<file path="config.mk">
export PLATFORM = sky130hd
export DESIGN_NAME = buzzer_scheduler_flat
export DESIGN_NICKNAME = d
export VERILOG_FILES = /design/src/rtl/buzzer_pkg.sv /design/src/rtl/buzzer_scheduler_if.sv /design/src/rtl/buzzer_scheduler_code_debouncer.sv /design/src/rtl/buzzer_scheduler.sv /design/src/flat_wrapper.sv
export SDC_FILE = /design/constraint.sdc
export NUM_CORES = 1
export LEC_CHECK = 0
export ABC_AREA = 0
export CORE_UTILIZATION = 35
export CTS_CLUSTER_SIZE = 20
export DETAILED_ROUTE_END_ITERATION = 10
export PLACE_DENSITY_LB_ADDON = 0.25
export SLEW_MARGIN = 20
export SYNTH_ARGS = -nofsm -noshare
export SYNTH_HDL_FRONTEND = slang
export SYNTH_SLANG_ARGS = --single-unit
export TNS_END_PERCENT = 1
</file>
<file path="constraint.sdc">
create_clock -name clk -period 1.65 [get_ports clk]
set_input_delay 0.165 -clock clk [delete_from_list [all_inputs] [get_ports clk]]
set_output_delay 0.165 -clock clk [all_outputs]
set_load 0.01 [all_outputs]
</file>
<file path="src/rtl/buzzer_pkg.sv">
// buzzer_pkg: shared code, state and side encodings for the buzzer scheduler
package buzzer_pkg;
    localparam logic [1:0] CODE_OFF   = 2'b00;
    localparam logic [1:0] CODE_BOTH  = 2'b01;
    localparam logic [1:0] CODE_CLOSE = 2'b10;
    localparam logic [1:0] CODE_RSVD  = 2'b11;
    localparam logic [1:0] SIDE_NONE  = 2'b00;
    localparam logic [1:0] SIDE_LEFT  = 2'b01;
    localparam logic [1:0] SIDE_RIGHT = 2'b10;
    typedef enum logic [1:0] {IDLE, BEEP_L, BEEP_R, GAP} state_t;
    function automatic logic [1:0] sanitize(logic [1:0] c);
        return c == CODE_RSVD ? CODE_OFF : c;
    endfunction
endpackage

</file>
<file path="src/rtl/buzzer_scheduler_if.sv">
// buzzer_scheduler_if: classifier codes in, buzzer pins and status out
interface buzzer_scheduler_if;
    logic [1:0] left_code;
    logic [1:0] right_code;
    logic       buzz_left;
    logic       buzz_right;
    logic [1:0] active_side;
    logic       busy;
    modport master (output left_code, right_code, input buzz_left, buzz_right, active_side, busy);
    modport slave  (input left_code, right_code, output buzz_left, buzz_right, active_side, busy);
endinterface

</file>
<file path="src/rtl/buzzer_scheduler_code_debouncer.sv">
// code_debouncer: accepts a new 2-bit code after DEBOUNCE_CYCLES equal samples
module code_debouncer #(
    parameter int DEBOUNCE_CYCLES = 4
) (
    input  logic       clk,
    input  logic       reset,
    input  logic [1:0] raw,
    output logic [1:0] q
);
    localparam int CW = DEBOUNCE_CYCLES > 1 ? $clog2(DEBOUNCE_CYCLES) : 1;
    logic [1:0]  cand;
    logic [CW-1:0] cnt;
    logic [CW:0] hit;
    always_comb hit = raw == cand ? {1'b0, cnt} + 1'b1 : (CW+1)'(1);
    always_ff @(posedge clk)
        if (reset) begin
            cand <= '0;
            cnt  <= '0;
            q    <= '0;
        end else begin
            cand <= raw;
            if (raw == q) cnt <= '0;
            else if (hit == (CW+1)'(DEBOUNCE_CYCLES)) begin
                q   <= raw;
                cnt <= '0;
            end else cnt <= hit[CW-1:0];
        end
endmodule

</file>
<file path="src/rtl/buzzer_scheduler.sv">
// buzzer_scheduler: debounces left/right codes and time-shares one tone driver between buzzers
module buzzer_scheduler
    import buzzer_pkg::*;
#(
    parameter int DEBOUNCE_CYCLES = 4,
    parameter int BEAT_CYCLES     = 8,
    parameter int TONE_DIV        = 2
) (
    input logic clk,
    input logic reset,
    buzzer_scheduler_if.slave bus
);
    localparam int BW = BEAT_CYCLES > 1 ? $clog2(BEAT_CYCLES) : 1;
    localparam int TW = TONE_DIV > 1 ? $clog2(TONE_DIV) : 1;
    state_t        state;
    logic [1:0]    last_side, lq, rq, sel;
    logic [BW-1:0] bc;
    logic [TW-1:0] tc;
    logic          ph, gap_next, both_off, no_gap, end_beat, tone_wrap;
    code_debouncer #(.DEBOUNCE_CYCLES(DEBOUNCE_CYCLES)) u_left (
        .clk(clk), .reset(reset), .raw(sanitize(bus.left_code)), .q(lq));
    code_debouncer #(.DEBOUNCE_CYCLES(DEBOUNCE_CYCLES)) u_right (
        .clk(clk), .reset(reset), .raw(sanitize(bus.right_code)), .q(rq));
    always_comb begin
        both_off  = lq == CODE_OFF && rq == CODE_OFF;
        no_gap    = lq == CODE_BOTH && rq == CODE_BOTH;
        sel       = lq != CODE_OFF && rq == CODE_OFF ? SIDE_LEFT :
                    rq != CODE_OFF && lq == CODE_OFF ? SIDE_RIGHT :
                    last_side == SIDE_LEFT ? SIDE_RIGHT : SIDE_LEFT;
        end_beat  = bc == BW'(BEAT_CYCLES - 1);
        tone_wrap = tc == TW'(TONE_DIV - 1);
    end
    // gap_next remembers whether the current beat owes a GAP before the next decision
    always_ff @(posedge clk)
        if (reset || both_off) begin
            if (reset) last_side <= SIDE_RIGHT;
            state           <= IDLE;
            bc              <= '0;
            tc              <= '0;
            ph              <= 1'b0;
            gap_next        <= 1'b0;
            bus.buzz_left   <= 1'b0;
            bus.buzz_right  <= 1'b0;
            bus.active_side <= SIDE_NONE;
            bus.busy        <= 1'b0;
        end else if (state == IDLE || (end_beat && !gap_next)) begin
            state           <= sel == SIDE_LEFT ? BEEP_L : BEEP_R;
            last_side       <= sel;
            bc              <= '0;
            tc              <= '0;
            ph              <= 1'b1;
            gap_next        <= !no_gap;
            bus.buzz_left   <= sel == SIDE_LEFT;
            bus.buzz_right  <= sel == SIDE_RIGHT;
            bus.active_side <= sel;
            bus.busy        <= 1'b1;
        end else if (end_beat) begin
            state           <= GAP;
            bc              <= '0;
            tc              <= '0;
            ph              <= 1'b0;
            gap_next        <= 1'b0;
            bus.buzz_left   <= 1'b0;
            bus.buzz_right  <= 1'b0;
            bus.active_side <= SIDE_NONE;
            bus.busy        <= 1'b1;
        end else begin
            bc             <= bc + 1'b1;
            tc             <= tone_wrap ? '0 : tc + 1'b1;
            ph             <= ph ^ tone_wrap;
            bus.buzz_left  <= state == BEEP_L && (ph ^ tone_wrap);
            bus.buzz_right <= state == BEEP_R && (ph ^ tone_wrap);
        end
endmodule

</file>
<file path="src/flat_wrapper.sv">
// flat-port wrapper written by rule: the top's interface ports become plain ports
module buzzer_scheduler_flat import buzzer_pkg::*;
#(
    parameter int DEBOUNCE_CYCLES = 4,
    parameter int BEAT_CYCLES     = 8,
    parameter int TONE_DIV        = 2
)
  (clk, reset, bus_left_code, bus_right_code, bus_buzz_left, bus_buzz_right, bus_active_side, bus_busy);
  buzzer_scheduler_if bus_i ();
  input logic clk;
  input logic reset;
  input wire logic [$bits(bus_i.left_code)-1:0] bus_left_code;
  input wire logic [$bits(bus_i.right_code)-1:0] bus_right_code;
  output wire logic [$bits(bus_i.buzz_left)-1:0] bus_buzz_left;
  output wire logic [$bits(bus_i.buzz_right)-1:0] bus_buzz_right;
  output wire logic [$bits(bus_i.active_side)-1:0] bus_active_side;
  output wire logic [$bits(bus_i.busy)-1:0] bus_busy;
  assign bus_i.left_code = bus_left_code;
  assign bus_i.right_code = bus_right_code;
  assign bus_buzz_left = bus_i.buzz_left;
  assign bus_buzz_right = bus_i.buzz_right;
  assign bus_active_side = bus_i.active_side;
  assign bus_busy = bus_i.busy;
  buzzer_scheduler #(.DEBOUNCE_CYCLES(DEBOUNCE_CYCLES), .BEAT_CYCLES(BEAT_CYCLES), .TONE_DIV(TONE_DIV)) u_core (.clk(clk), .reset(reset), .bus(bus_i));
endmodule
</file>
# Word level (Yosys, flattened, before mapping)
# Cells that the tools add are included.
[classes]
n_addsub = 4
n_eq_ne = 17
mux = 25
bitwise = 3
n_reduce_logical = 25
[ops]
columns = ["op", "count"]
rows = [
  ["two-way mux 2 bit", 13],
  ["equality test 2 x 1 -> 1 bit (second input constant)", 5],
  ["two-way mux 1 bit", 10],
  ["equality test 3 bit (second input constant)", 3],
  ["OR reduction 3 bit", 3],
  ["equality test 2 bit", 4],
  ["equality test 2 bit (second input constant)", 4],
  ["nonzero test 2 bit", 4],
  ["logical AND 1 bit", 7],
  ["adder 2 x 1 -> 3 bit (second input constant)", 2],
  ["zero test 2 bit", 3],
  ["two-way mux 3 bit", 2],
  ["AND reduction 2 bit", 3],
  ["OR reduction 4 bit", 1],
  ["adder 3 x 1 -> 3 bit (second input constant)", 1],
  ["zero test 1 bit", 2],
  ["logical OR 1 bit", 2],
  ["!= test 2 bit (second input constant)", 1],
  ["NOT 1 bit", 2],
  ["adder 1 bit (second input constant)", 1],
  ["bitwise XOR 1 bit", 1],
]
[totals]
ff_bits = 27
in_bits = 6
elab_cells = 90

# Depth between registers and ports, before layout
# Gate-level depths: netlist of the first run.
[logic_depth]
ltp_word = 7
mapped_depth = 6

# Cells and area by module
# From an unflattened synthesis of the first run, not the netlist that was laid out.
[hier_totals]
cells_unflattened = 113
hier_area_um2 = 1171.1
[modules_own_cells]
columns = ["module", "instances", "cells_each", "area_each_um2", "seq_area_each_um2"]
rows = [
  ["buzzer_scheduler", 1, 67, 655.6, 320.3],
  ["code_debouncer", 2, 23, 257.7, 120.1],
]

# Least setup slack after synthesis of the first run
# Ideal clock, no wire load.
[synth_timing]
path_kind = "reg-to-reg"
start = "reg u_core.bc[0]"
end = "reg u_core.last_side[0], enable pin"
setup_time_ns = 0.295
arrival_time_ns = 1.153
required_ns = 1.355
slack_ns = 0.202
stages_incl_launch_ff = 6
n_path_buf = 0
path_cell_list = "dfxtp_1 ha_1 ha_1 inv_1 o22ai_1 a21o_1"
[synth_between]
elab_chain_cells = 5
[synth_rtl]
columns = ["item", "line_no", "rtl"]
rows = [
  ["start: declaration", "buzzer_scheduler.sv:17", "logic [BW-1:0] bc;"],
  ["start signal: assignment", "buzzer_scheduler.sv:68", "bc <= bc + 1'b1;"],
  ["equality test 3 bit", "buzzer_scheduler.sv:30", "end_beat = bc == BW'(BEAT_CYCLES - 1);"],
  ["logical AND 1 bit", "buzzer_scheduler.sv:46", "end else if (state == IDLE || (end_beat && !gap_next)) begin"],
  ["logical OR 1 bit", "buzzer_scheduler.sv:46", ""],
  ["nonzero test 2 bit (no line)", "n/a", ""],
  ["AND reduction 2 bit (no line)", "n/a", ""],
  ["end signal: assignment", "buzzer_scheduler.sv:48", "last_side <= sel;"],
  ["end: declaration", "buzzer_scheduler.sv:16", "logic [1:0] last_side, lq, rq, sel;"],
]
# Every way passes these cells.
# A chain may end at the register's enable or synchronous reset.

# Final worst setup path of the first run
[layout_timing]
start = "reg u_core.u_right.q[0]"
end = "reg u_core.u_right.q[1]"
[layout_between]
elab_chain_cells = 3
[layout_rtl]
columns = ["item", "line_no", "rtl"]
rows = [
  ["start: declaration", "buzzer_scheduler_code_debouncer.sv:8", "output logic [1:0] q"],
  ["start signal: assignment", "buzzer_scheduler_code_debouncer.sv:24", "q <= raw;"],
  ["equality test 2 bit", "buzzer_scheduler_code_debouncer.sv:22", "if (raw == q) cnt <= '0;"],
  ["NOT 1 bit (no line)", "n/a", ""],
  ["AND reduction 2 bit (no line)", "n/a", ""],
]
# Every way passes these cells.

==> metrics.md, run 1 <==
| Metric | Value |
|---|---|
| I/O pins | 11 |
| Die height | 63.0 um |
| Post-route minimum period | 1.51 ns |
| DRC violation count after routing | 0 |
| Leakage power total | 0.700 nW |
| Final routed wire length divided by cell count | 11.5 um |
| Highest attainable clock frequency | 660 MHz |
| Final setup slack of the worst path | 0.135 ns |
| # Max-Cap Violations | 0 |
| Hold Worst Slack | 0.262 ns |
| Mapped Nets | 136 |
| Hold buffer count at cts | 0 |
| Cell count after synthesis | 126 |
| Total Nets Final | 160 |
| ANT cells | 0 |
| Overall die width | 63.0 um |
| Async SR Flop Fraction | 0 |
| Skew final | 0.00809 ns |
| Share of layout cells above drive strength 1 | 0.215 |
| Number of buffers inserted by port buffering | 10 |
| Overall fraction of global-route tracks in use | 0.127 |
| Clock tree root driver cell | sky130_fd_sc_hd__clkbuf_8 |
| Power Total | 1.16 mW |
| Fraction of synthesized area in multiplexers | 0.0345 |
| Leading post-synthesis cells by cell area | sky130_fd_sc_hd__dfxtp_1 (38%), sky130_fd_sc_hd__and4bb_2 (5.8%), sky130_fd_sc_hd__edfxtp_1 (4.6%) |
| Max rail drop VDD | 0.338 mV |
| P&R area growth vs syn | 21.4% |
| Top FF cell, synth | sky130_fd_sc_hd__dfxtp_1 |
| Top post-synthesis cells by count | sky130_fd_sc_hd__dfxtp_1 (25), sky130_fd_sc_hd__nor2_1 (16), sky130_fd_sc_hd__nor2b_1 (9), sky130_fd_sc_hd__and4bb_2 (6), sky130_fd_sc_hd__nand2b_1 (6) |
| Hold path depth | 2 |
| Routed wire length | 2.24 mm |
| Most frequently used cell type in the post-synthesis netlist | sky130_fd_sc_hd__dfxtp_1 |
| Final setup violating endpoints | 0 |
| Share of the cycle needed by the critical path after routing | 0.918 |
| Count of cell types in the netlist | 32 |
| Number of CTS-inserted buffers | 3 |
| Beginning of the worst register-to-register path | u_core.u_right.q[0] |
| End of the worst register-to-register path | u_core.u_right.q[1] |
| Clock insertion delay at the later pin of the skew report | 0.27 ns |
| Share of synthesized cell area in full adder, half adder and majority cells | 0.0537 |
| Global placer's final weighted congestion | 0.794 |
| Avg Vias per Cell | 4.73 |
| Fraction of synthesized cell area in xor and xnor cells | 0.0336 |
| Transition at the pin with the smallest max-transition slack | 0.478 ns |
| Worst setup slack for register-to-register paths | 0.14 ns |
| Clock sink count | 27 |
| Fraction of the yosys area taken by sequential cells | 0.430 |
| Total half-perimeter wirelength after legalization and detailed placement | 1.76 mm |
| Syn Area/Cell | 10.3 um2 |
| Count of vias placed by the detailed router | 923 |
| Final Hold Viols | 0 |
| Die area | 3970 um2 |
| Total congestion overflow | 0 |
| RSZ-0062 raised after global routing | false |
| Clock tree from TritonCTS | done |
| Clock buffer depth | 2 |
| Pwr/cell area | 734 nW/um2 |
| Number of enable-type register cells in the synthesized netlist | 2 |
| Final count of pins violating max slew | 0 |
| Min-Delay Startpoint | bus_left_code[1] |
| Largest net degree at the start of global routing | 17 |
| Starting Density | 0.379 |
| Combinational family with the most area after synthesis | simple AND/OR/NAND/NOR gates |
| Register clock-pin slew on the reported worst setup and hold paths | 0.10 ns |
| Data arrival time of the worst path | 1.67 ns |
| H-tree levels | 1 |
| Share of the synthesized area in compound gates (AO/OA/AOI/OAI) | 0.139 |
| Filler Cell Count | 339 |
| Number of cells traversed by the worst register-to-register path | 4 |
| Basic-gate share of the synthesized area counting and, or, nand and nor cells | 0.280 |
| Global-route wire length before repair | 3.97 mm |
| Netlist area before placement | 1300 um2 |
| Number of antenna violations at the first check in global routing | 0 |
| Worst setup timing slack at the placement stage | -0.277 ns |
| Crit path max fanout | 6 |
| Rel. slew slack | 0.680 |
| Number of synthesized register bits | 27 |
| Ys Warns | 0 |
| Total iterations of the first detailed-routing run | 4 |
| Standard cell core area | 3440 um2 |
| 1st-iter DRT viols | 19 |
| Required time reported for the critical path endpoint | 1.81 ns |
| Sort of element at the end of the critical path | flop |
| Capture endpoint of the worst hold path | u_core.u_left.cand[0] |
| Worst Setup Start Kind | flop |
| HP Class | in -> reg |
| Row Count | 21 |
| Yosys top cell area share | 0.384 |
| Number of global-route vias before repair | 943 |
| Cell accounting for the most synthesized area | sky130_fd_sc_hd__dfxtp_1 |
| CP Class | reg -> reg |
| Run status | finished clean |
| Residual antenna-violating net count after detailed routing | 0 |
worst max-delay path: stages (launching register included):
cell and delay (ns):
sky130_fd_sc_hd__dfxtp_1 0.41, sky130_fd_sc_hd__and4bb_2 0.27, sky130_fd_sc_hd__a211oi_4 0.23, sky130_fd_sc_hd__o2111ai_2 0.18, sky130_fd_sc_hd__mux2_1 0.33
routing by layer:
metal / GRT usage / share of wire / vias to the layer above
met2: 0.208 / 0.46 / 11
met5: 0 / 0 / -
met1: 0.158 / 0.49 / 418
met3: 0.0274 / 0.035 / 2
li1: - / - / 492
met4: 0.0523 / 0.0085 / 0
cell usage in the layout, fill, tap and decap left out, types with 3 or more instances in the layout:
cell,instances
sky130_fd_sc_hd__a21oi_1,4
sky130_fd_sc_hd__and4bb_2,6
sky130_fd_sc_hd__buf_4,12
sky130_fd_sc_hd__clkbuf_8,3
sky130_fd_sc_hd__clkdlybuf4s50_1,6
sky130_fd_sc_hd__dfxtp_1,25
sky130_fd_sc_hd__dlymetal6s2s_1,4
sky130_fd_sc_hd__ha_1,4
sky130_fd_sc_hd__inv_1,3
sky130_fd_sc_hd__mux2_1,4
sky130_fd_sc_hd__nand2_1,4
sky130_fd_sc_hd__nand2b_1,6
sky130_fd_sc_hd__nor2_1,16
sky130_fd_sc_hd__nor2b_1,9
sky130_fd_sc_hd__nor3_1,4
sky130_fd_sc_hd__nor3b_1,4
sky130_fd_sc_hd__xnor2_1,4
layout make-up:
type / count / area (um2) / share of cell area
multi-input combinational: 93 / 706 / 0.446
sequential: 27 / 561 / 0.354
timing repair buffer: 22 / 200 / 0.126
tap: 46 / 57.6 / 0.0364
clock buffer: 3 / 41.3 / 0.0261
inverter: 3 / 11.3 / 0.00711
clock inverter: 1 / 6.26 / 0.00395
flip-flops by register name (all words and copies together) (netlist names):
name and count:
u_core.gap_next 1, u_core.bus.busy 1, u_core.last_side 2, u_core.bus.buzz_right 1, u_core.u_left.cnt 2, u_core.bus.active_side 2
u_core.bus.buzz_left 1, u_core.u_right.cnt 2, u_core.bc 3, u_core.state 2, u_core.u_left.q 2, u_core.u_right.cand 2
u_core.u_right.q 2, u_core.tc 1, u_core.u_left.cand 2, u_core.ph 1
where the power goes:
group | internal [mW] | switching [mW] | total [mW]
Clock | 0.172 | 0.206 | 0.378
Combinational | 0.0622 | 0.0454 | 0.108
Sequential | 0.669 | 0.00764 | 0.677
Total | 0.904 | 0.259 | 1.16
metrics by stage:
step	cells	TNS [ns]	area [um2]	utilization
floorplan	126	0	1300	-
global placement	191	-1.10	1530	0.443
detailed placement	191	-1.33	1530	0.443
CTS	195	0	1570	0.457
global route	195	0	1580	0.460
finish	195	0	1580	0.460
repair_timing:
| action | in CTS | in global routing |
|---|---|---|
| setup buffers | 0 | 0 |
| gates resized for setup | 0 | 4 |
| endpoints found under the setup margin | 0 | 4 |
logic make-up (layout without fill, tap and decap cells):
logic type      Yosys count  count (layout)
simple gates             58              58
flops                    27              27
compound gates           20              20
fa+ha+maj                 6               6
buf+inv                   6              29
xor+xnor                  5               5
mux                       4               4
how the worst max path moves through the flow:
stage | endpoint | slack, ns | from | cells after the start
after CTS | u_core.u_left.q[1] | 0.01 | bus_left_code[1] | 5
after detailed placement | u_core.u_left.q[1] | -0.28 | bus_left_code[1] | 5
final | u_core.u_right.q[1] | 0.14 | u_core.u_right.q[0] | 4
after global routing | u_core.last_side[0] | 0.01 | u_core.bc[0] | 5
after floorplan | u_core.last_side[0] | 0.20 | u_core.bc[0] | 5
after global placement | u_core.u_right.q[1] | -0.24 | bus_right_code[0] | 5
(Power assumes the default switching activity.)
==> run 2, diff against run 1 <==
--- a/config.mk
+++ b/config.mk
@@ -9,8 +9,9 @@
 export CORE_UTILIZATION = 35
 export CTS_CLUSTER_SIZE = 20
 export DETAILED_ROUTE_END_ITERATION = 10
+export GPL_TIMING_DRIVEN = 0
 export PLACE_DENSITY_LB_ADDON = 0.25
-export SLEW_MARGIN = 20
+export SLEW_MARGIN = 25
 export SYNTH_ARGS = -nofsm -noshare
 export SYNTH_HDL_FRONTEND = slang
 export SYNTH_SLANG_ARGS = --single-unit
==> metrics.md, run 2 (synthesis results as in run 1) <==
| Metric | Value |
|---|---|
| Rel. slew slack | 0.704 |
| Final core utilization | 0.435 |
| Final count of pins violating max slew | 0 |
| Leakage power total | 0.611 nW |
| Die height | 63.0 um |
| Filler Cell Count | 336 |
| Total iterations of the first detailed-routing run | 4 |
| Register clock-pin slew on the reported worst setup and hold paths | 0.09 ns |
| Met1 Wirelength | 1.10 mm |
| Share of layout cells above drive strength 1 | 0.181 |
| DRC violation count after routing | 0 |
| Worst setup slack for register-to-register paths | 0.11 ns |
| Most common library cell in the layout ignoring fill and taps | sky130_fd_sc_hd__dfxtp_1 |
| 1st-iter DRT viols | 41 |
| End of the worst register-to-register path | u_core.u_left.q[0] |
| Area taken by flip-flops and latches | 562 um2 |
| Hold Worst Slack | 0.0957 ns |
| Hold path depth | 2 |
| Number of cells traversed by the worst register-to-register path | 4 |
| Skew final | 0.00245 ns |
| Number of CTS-inserted buffers | 3 |
| Die area | 3970 um2 |
| Final setup violating endpoints | 0 |
| Avg Vias per Cell | 4.96 |
| Layout Cells excl Fill | 184 |
| RSZ-0062 raised after global routing | false |
| Hold buffer count at cts | 0 |
| Sort of element at the end of the critical path | flop |
| ANT cells | 0 |
| Run status | finished clean |
| Final Hold Viols | 0 |
| Data arrival time of the worst path | 1.70 ns |
| Accumulated negative setup slack | 0 ns |
| Total congestion overflow | 0 |
| Total half-perimeter wirelength after legalization and detailed placement | 1.62 mm |
| P&R area growth vs syn | 14.8% |
| Overall fraction of global-route tracks in use | 0.116 |
| Total Nets Final | 149 |
| Post-route minimum period | 1.54 ns |
| Share of the cycle needed by the critical path after routing | 0.935 |
| Clock buffer depth | 2 |
| Overall die width | 63.0 um |
| # Max-Cap Violations | 0 |
| Top routing layer in use | met4 |
| Highest attainable clock frequency | 648 MHz |
| Final routed wire length divided by cell count | 11.7 um |
| Placed cell count | 180 |
| Clock insertion delay at the later pin of the skew report | 0.27 ns |
| H-tree levels | 1 |
| Global-route wire length before repair | 3.74 mm |
| Standard cell core area | 3440 um2 |
| HP Class | in -> reg |
| Count of vias placed by the detailed router | 913 |
| Largest net degree at the start of global routing | 17 |
| Clock tree from TritonCTS | done |
| Leading cell types in the layout, fill and taps excluded | sky130_fd_sc_hd__dfxtp_1 (24), sky130_fd_sc_hd__nor2_1 (16), sky130_fd_sc_hd__nor2b_1 (9) |
| Crit path max fanout | 3 |
| Multi-input gate area in the final layout | 714 um2 |
| Transition at the pin with the smallest max-transition slack | 0.444 ns |
| Global placer's final weighted congestion | 0.833 |
| CP Class | reg -> reg |
| Routed wire length | 2.15 mm |
| Register with the highest flop count | u_core.bc |
| Number of buffers inserted by port buffering | 8 |
| Flip-flop count of the largest register after layout | 3 |
| Required time reported for the critical path endpoint | 1.81 ns |
| Worst Setup Start Kind | flop |
| Pwr/cell area | 763 nW/um2 |
| Residual antenna-violating net count after detailed routing | 0 |
| Number of buffers added for setup after CTS | 0 |
| Routed length on met3 | 50 um |
| Min-Delay Startpoint | bus_right_code[1] |
| Number of antenna violations at the first check in global routing | 0 |
| Row Count | 21 |
| Clock sink count | 27 |
| Number of global-route vias before repair | 889 |
| Starting Density | 0.379 |
| I/O pins | 11 |
| Capture endpoint of the worst hold path | u_core.u_right.cand[0] |
| Clock tree root driver cell | sky130_fd_sc_hd__clkbuf_8 |
| Met2 Wirelength | 963 um |
| Beginning of the worst register-to-register path | u_core.u_left.cand[0] |
| Max rail drop VDD | 0.362 mV |
[run 2: cell count changes in the layout (fill, tap and decap cells not counted)]
cell                             change
sky130_fd_sc_hd__dfxtp_2             +1
sky130_fd_sc_hd__buf_6               +2
sky130_fd_sc_hd__dfxtp_1             -1
sky130_fd_sc_hd__dlymetal6s2s_1      -4
sky130_fd_sc_hd__clkbuf_1            +1
sky130_fd_sc_hd__buf_4              -12
sky130_fd_sc_hd__ha_1                -1
sky130_fd_sc_hd__dlygate4sd2_1       +2
sky130_fd_sc_hd__ha_2                +1
sky130_fd_sc_hd__o22ai_2             +1
sky130_fd_sc_hd__o22ai_1             -1
[run 2: worst max-delay path by stage]
stage                                startpoint  slack (ns)                  end  cells past startpoint
final                     u_core.u_left.cand[0]        0.11   u_core.u_left.q[0]                      4
after global routing        u_core.u_right.q[0]        0.04  u_core.u_right.q[1]                      4
after CTS                    u_core.u_left.q[0]        0.07   u_core.u_left.q[0]                      4
after detailed placement       bus_left_code[0]       -0.38   u_core.u_left.q[0]                      5
after global placement        bus_right_code[0]       -0.35  u_core.u_right.q[1]                      5
after floorplan                    u_core.bc[0]        0.20  u_core.last_side[0]                      5
[run 2: what timing repair did]
action | in CTS | in global routing
gates cloned | 0 | 0
endpoints found under the setup margin | 6 | 4
resized for setup | 3 | 2
[run 2: power by group]
| group | switching, mW | internal (mW) | leakage, nW |
|---|---|---|---|
| logic | 0.0417 | 0.0472 | 0.364 |
| registers | 0.00728 | 0.669 | 0.220 |
| clock network | 0.204 | 0.173 | 0.0260 |
[run 2: metrics by stage]
step,instance area (um2),setup WS (ns),power [mW]
floorplan,1300,0.202,0.759
global placement,1440,-0.347,0.780
detailed placement,1440,-0.384,0.783
CTS,1490,0.0684,1.17
global route,1500,0.0412,1.21
finish,1500,0.108,1.14
[run 2: final cells by class]
class	count	share of cell area
Buffer	3	0.0176
Sequential cell	27	0.375
Timing Repair Buffer	8	0.0518
Inverter	3	0.00753
Clock buffer	3	0.0276
Clock inverter	1	0.00418
Tap cell	46	0.0385
Multi-Input combinational cell	93	0.477
[run 2: metal layers]
metal  track usage  vias to the layer above
li1              -                      470
met1         0.144                      430
met2         0.194                       11
met3        0.0219                        2
met4        0.0523                        0
met5             0                        -
[run 2: worst max-delay path, cell delays in order (launching register included)]
cell and delay, ns:
sky130_fd_sc_hd__dfxtp_1 0.34, sky130_fd_sc_hd__or4_4 0.48, sky130_fd_sc_hd__o21ai_2 0.11, sky130_fd_sc_hd__o2111ai_2 0.17, sky130_fd_sc_hd__mux2_1 0.34
==> run 3, diff against run 2 <==
--- a/config.mk
+++ b/config.mk
@@ -9,6 +9,7 @@
 export CORE_UTILIZATION = 35
 export CTS_CLUSTER_SIZE = 20
 export DETAILED_ROUTE_END_ITERATION = 10
+export GPL_ROUTABILITY_DRIVEN = 0
 export GPL_TIMING_DRIVEN = 0
 export PLACE_DENSITY_LB_ADDON = 0.25
 export SLEW_MARGIN = 25
==> constraint.sdc (replaced) <==
create_clock -name clk -period 1.72 [get_ports clk]
set_input_delay 0.172 -clock clk [delete_from_list [all_inputs] [get_ports clk]]
set_output_delay 0.172 -clock clk [all_outputs]
set_load 0.01 [all_outputs]
==> metrics.md, run 3 (synthesis results as in run 1) <==
| Metric | Value |
|---|---|
| Max incr delay on CP | 0.40 ns |
| Clock tree root driver cell | sky130_fd_sc_hd__clkbuf_8 |
| H-tree levels | 1 |
| Standard cell core area | 3440 um2 |
| 1st-iter DRT viols | 63 |
| Number of buffer and inverter stages on the critical path | 0 |
| Post-route minimum period | 1.55 ns |
| CP top delay family | compound AO/OA/AOI/OAI gates |
| Share of layout cells above drive strength 1 | 0.167 |
| Power Total | 1.10 mW |
| RSZ-0062 raised after global routing | false |
| Clock sink count | 27 |
| Largest net degree at the start of global routing | 17 |
| Share of the cycle needed by the critical path after routing | 0.902 |
| Total iterations of the first detailed-routing run | 4 |
| Max rail drop VDD | 0.352 mV |
| Clock buffer depth | 2 |
| Flip-flop count of the largest register after layout | 3 |
| DRC violation count after routing | 0 |
| Register share of total power | 0.588 |
| Net Sw Power | 0.250 mW |
| Count of vias placed by the detailed router | 906 |
| Number of buffers added for setup after CTS | 0 |
| Final routed wire length divided by cell count | 11.7 um |
| Register clock-pin slew on the reported worst setup and hold paths | 0.09 ns |
| Crit path max fanout | 6 |
| Skew final | 0.00283 ns |
| Overall fraction of global-route tracks in use | 0.116 |
| Run status | finished clean |
| Rel. slew slack | 0.701 |
| Residual antenna-violating net count after detailed routing | 0 |
| Overall die width | 63.0 um |
| # Max-Cap Violations | 0 |
| Clock insertion delay at the later pin of the skew report | 0.27 ns |
| Row Count | 21 |
| I/O pins | 11 |
| Register with the highest flop count | u_core.bc |
| Most common library cell in the layout ignoring fill and taps | sky130_fd_sc_hd__dfxtp_1 |
| Total half-perimeter wirelength after legalization and detailed placement | 1.62 mm |
| Number of global-route vias before repair | 884 |
| Worst path slowest cell | sky130_fd_sc_hd__dfxtp_1 |
| Beginning of the worst register-to-register path | u_core.u_left.q[0] |
| Global-route wire length before repair | 3.73 mm |
| Die height | 63.0 um |
| Number of buffers inserted by port buffering | 8 |
| Final count of pins violating max slew | 0 |
| Highest attainable clock frequency | 645 MHz |
| Clock group share of total power | 0.334 |
| Routed wire length | 2.15 mm |
| Portion of total power attributed to combinational logic | 0.078 |
| Placed cell count | 180 |
| HP Class | in -> reg |
| Leading cell types in the layout, fill and taps excluded | sky130_fd_sc_hd__dfxtp_1 (25), sky130_fd_sc_hd__nor2_1 (16), sky130_fd_sc_hd__nor2b_1 (9) |
| Total Nets Final | 149 |
| Worst Setup Start Kind | flop |
| List of cells traversed by the critical path | and4bb_2 > a211oi_4 > o2111ai_2 > mux2_1 |
| Min-Delay Startpoint | bus_right_code[1] |
| CP Class | reg -> reg |
| ANT cells | 0 |
| Total congestion overflow | 0 |
| Final setup violating endpoints | 0 |
| Final Hold Viols | 0 |
| Number of antenna violations at the first check in global routing | 0 |
| Transition at the pin with the smallest max-transition slack | 0.448 ns |
| Internal Power | 0.853 mW |
| Sort of element at the end of the critical path | flop |
| Hold Worst Slack | 0.0968 ns |
| Launch point of the critical path | u_core.u_left.q[0] |
| Switching part of the total power | 0.226 |
| Pwr/cell area | 737 nW/um2 |
| Leakage power total | 0.621 nW |
| Data arrival time of the worst path | 1.72 ns |
| Number of CTS-inserted buffers | 3 |
| P&R area growth vs syn | 14.8% |
| Layout Cells excl Fill | 184 |
| Die area | 3970 um2 |
| Clock tree from TritonCTS | done |
| Required time reported for the critical path endpoint | 1.89 ns |
| Starting Density | 0.379 |
| Avg Vias per Cell | 4.92 |
## run 3: cell types whose count changed in the layout (fill, tap and decap cells not counted), sizes merged
cell          change
dlygate4sd2       -1
dlymetal6s2s      +1
## run 3: worst register-to-register path: stages (launching register included)
cell and delay (ns):
sky130_fd_sc_hd__dfxtp_1 0.40, sky130_fd_sc_hd__and4bb_2 0.27, sky130_fd_sc_hd__a211oi_4 0.24, sky130_fd_sc_hd__o2111ai_2 0.19
sky130_fd_sc_hd__mux2_1 0.34
## run 3: final timing paths
check                           endpoint  slack [ns]  cells after the start
setup reg to reg      u_core.u_left.q[0]        0.17                      4
setup / recovery      u_core.u_left.q[0]        0.17                      4
hold reg to reg             u_core.bc[0]        0.44                      1
hold / removal    u_core.u_right.cand[0]         0.1                      2
## run 3: timing repair
item / 4_1_cts / 5_1_grt
hold buffers: 0 / 0
gates resized for setup: 1 / 2
setup endpoints to repair: 2 / 4
## run 3: area by class of cell
class	count	area (um2)
well taps	46	57.6
flip-flops and latches	27	561
clock inverters	1	6.26
inverters	3	11.3
fillers	336	1950
multi-input cells	93	712
clock buffers	3	41.3
repair buffers	8	81.3
plain buffers	3	26.3
## run 3: per-stage QoR
step / setup TNS [ns] / instance area, um2 / setup slack [ns] / util
after floorplan: 0 / 1300 / 0.272 / -
after global placement: -1.17 / 1440 / -0.284 / 0.419
after detailed placement: -1.32 / 1440 / -0.321 / 0.419
after CTS: 0 / 1490 / 0.00741 / 0.432
after global routing: 0 / 1500 / 0.0561 / 0.435
final: 0 / 1500 / 0.169 / 0.435
## run 3: power groups by stage
stage | clock network [mW] | registers, mW | logic, mW
6_report | 0.368 | 0.649 | 0.0858
5_1_grt | 0.411 | 0.651 | 0.0955
4_1_cts | 0.383 | 0.649 | 0.0871
3_5_place_dp | 0 | 0.664 | 0.0876
3_3_place_gp | 0 | 0.663 | 0.0852
2_1_floorplan | 0 | 0.662 | 0.0664
## run 3: layer usage
layer / wire length, um / up-vias / track usage / share of wire
met3: 50 / 2 / 0.0219 / 0.023
li1: - / 469 / - / -
met2: 960 / 11 / 0.191 / 0.45
met1: 1110 / 424 / 0.146 / 0.52
met5: 0 / - / 0 / 0
met4: 31 / 0 / 0.0523 / 0.014
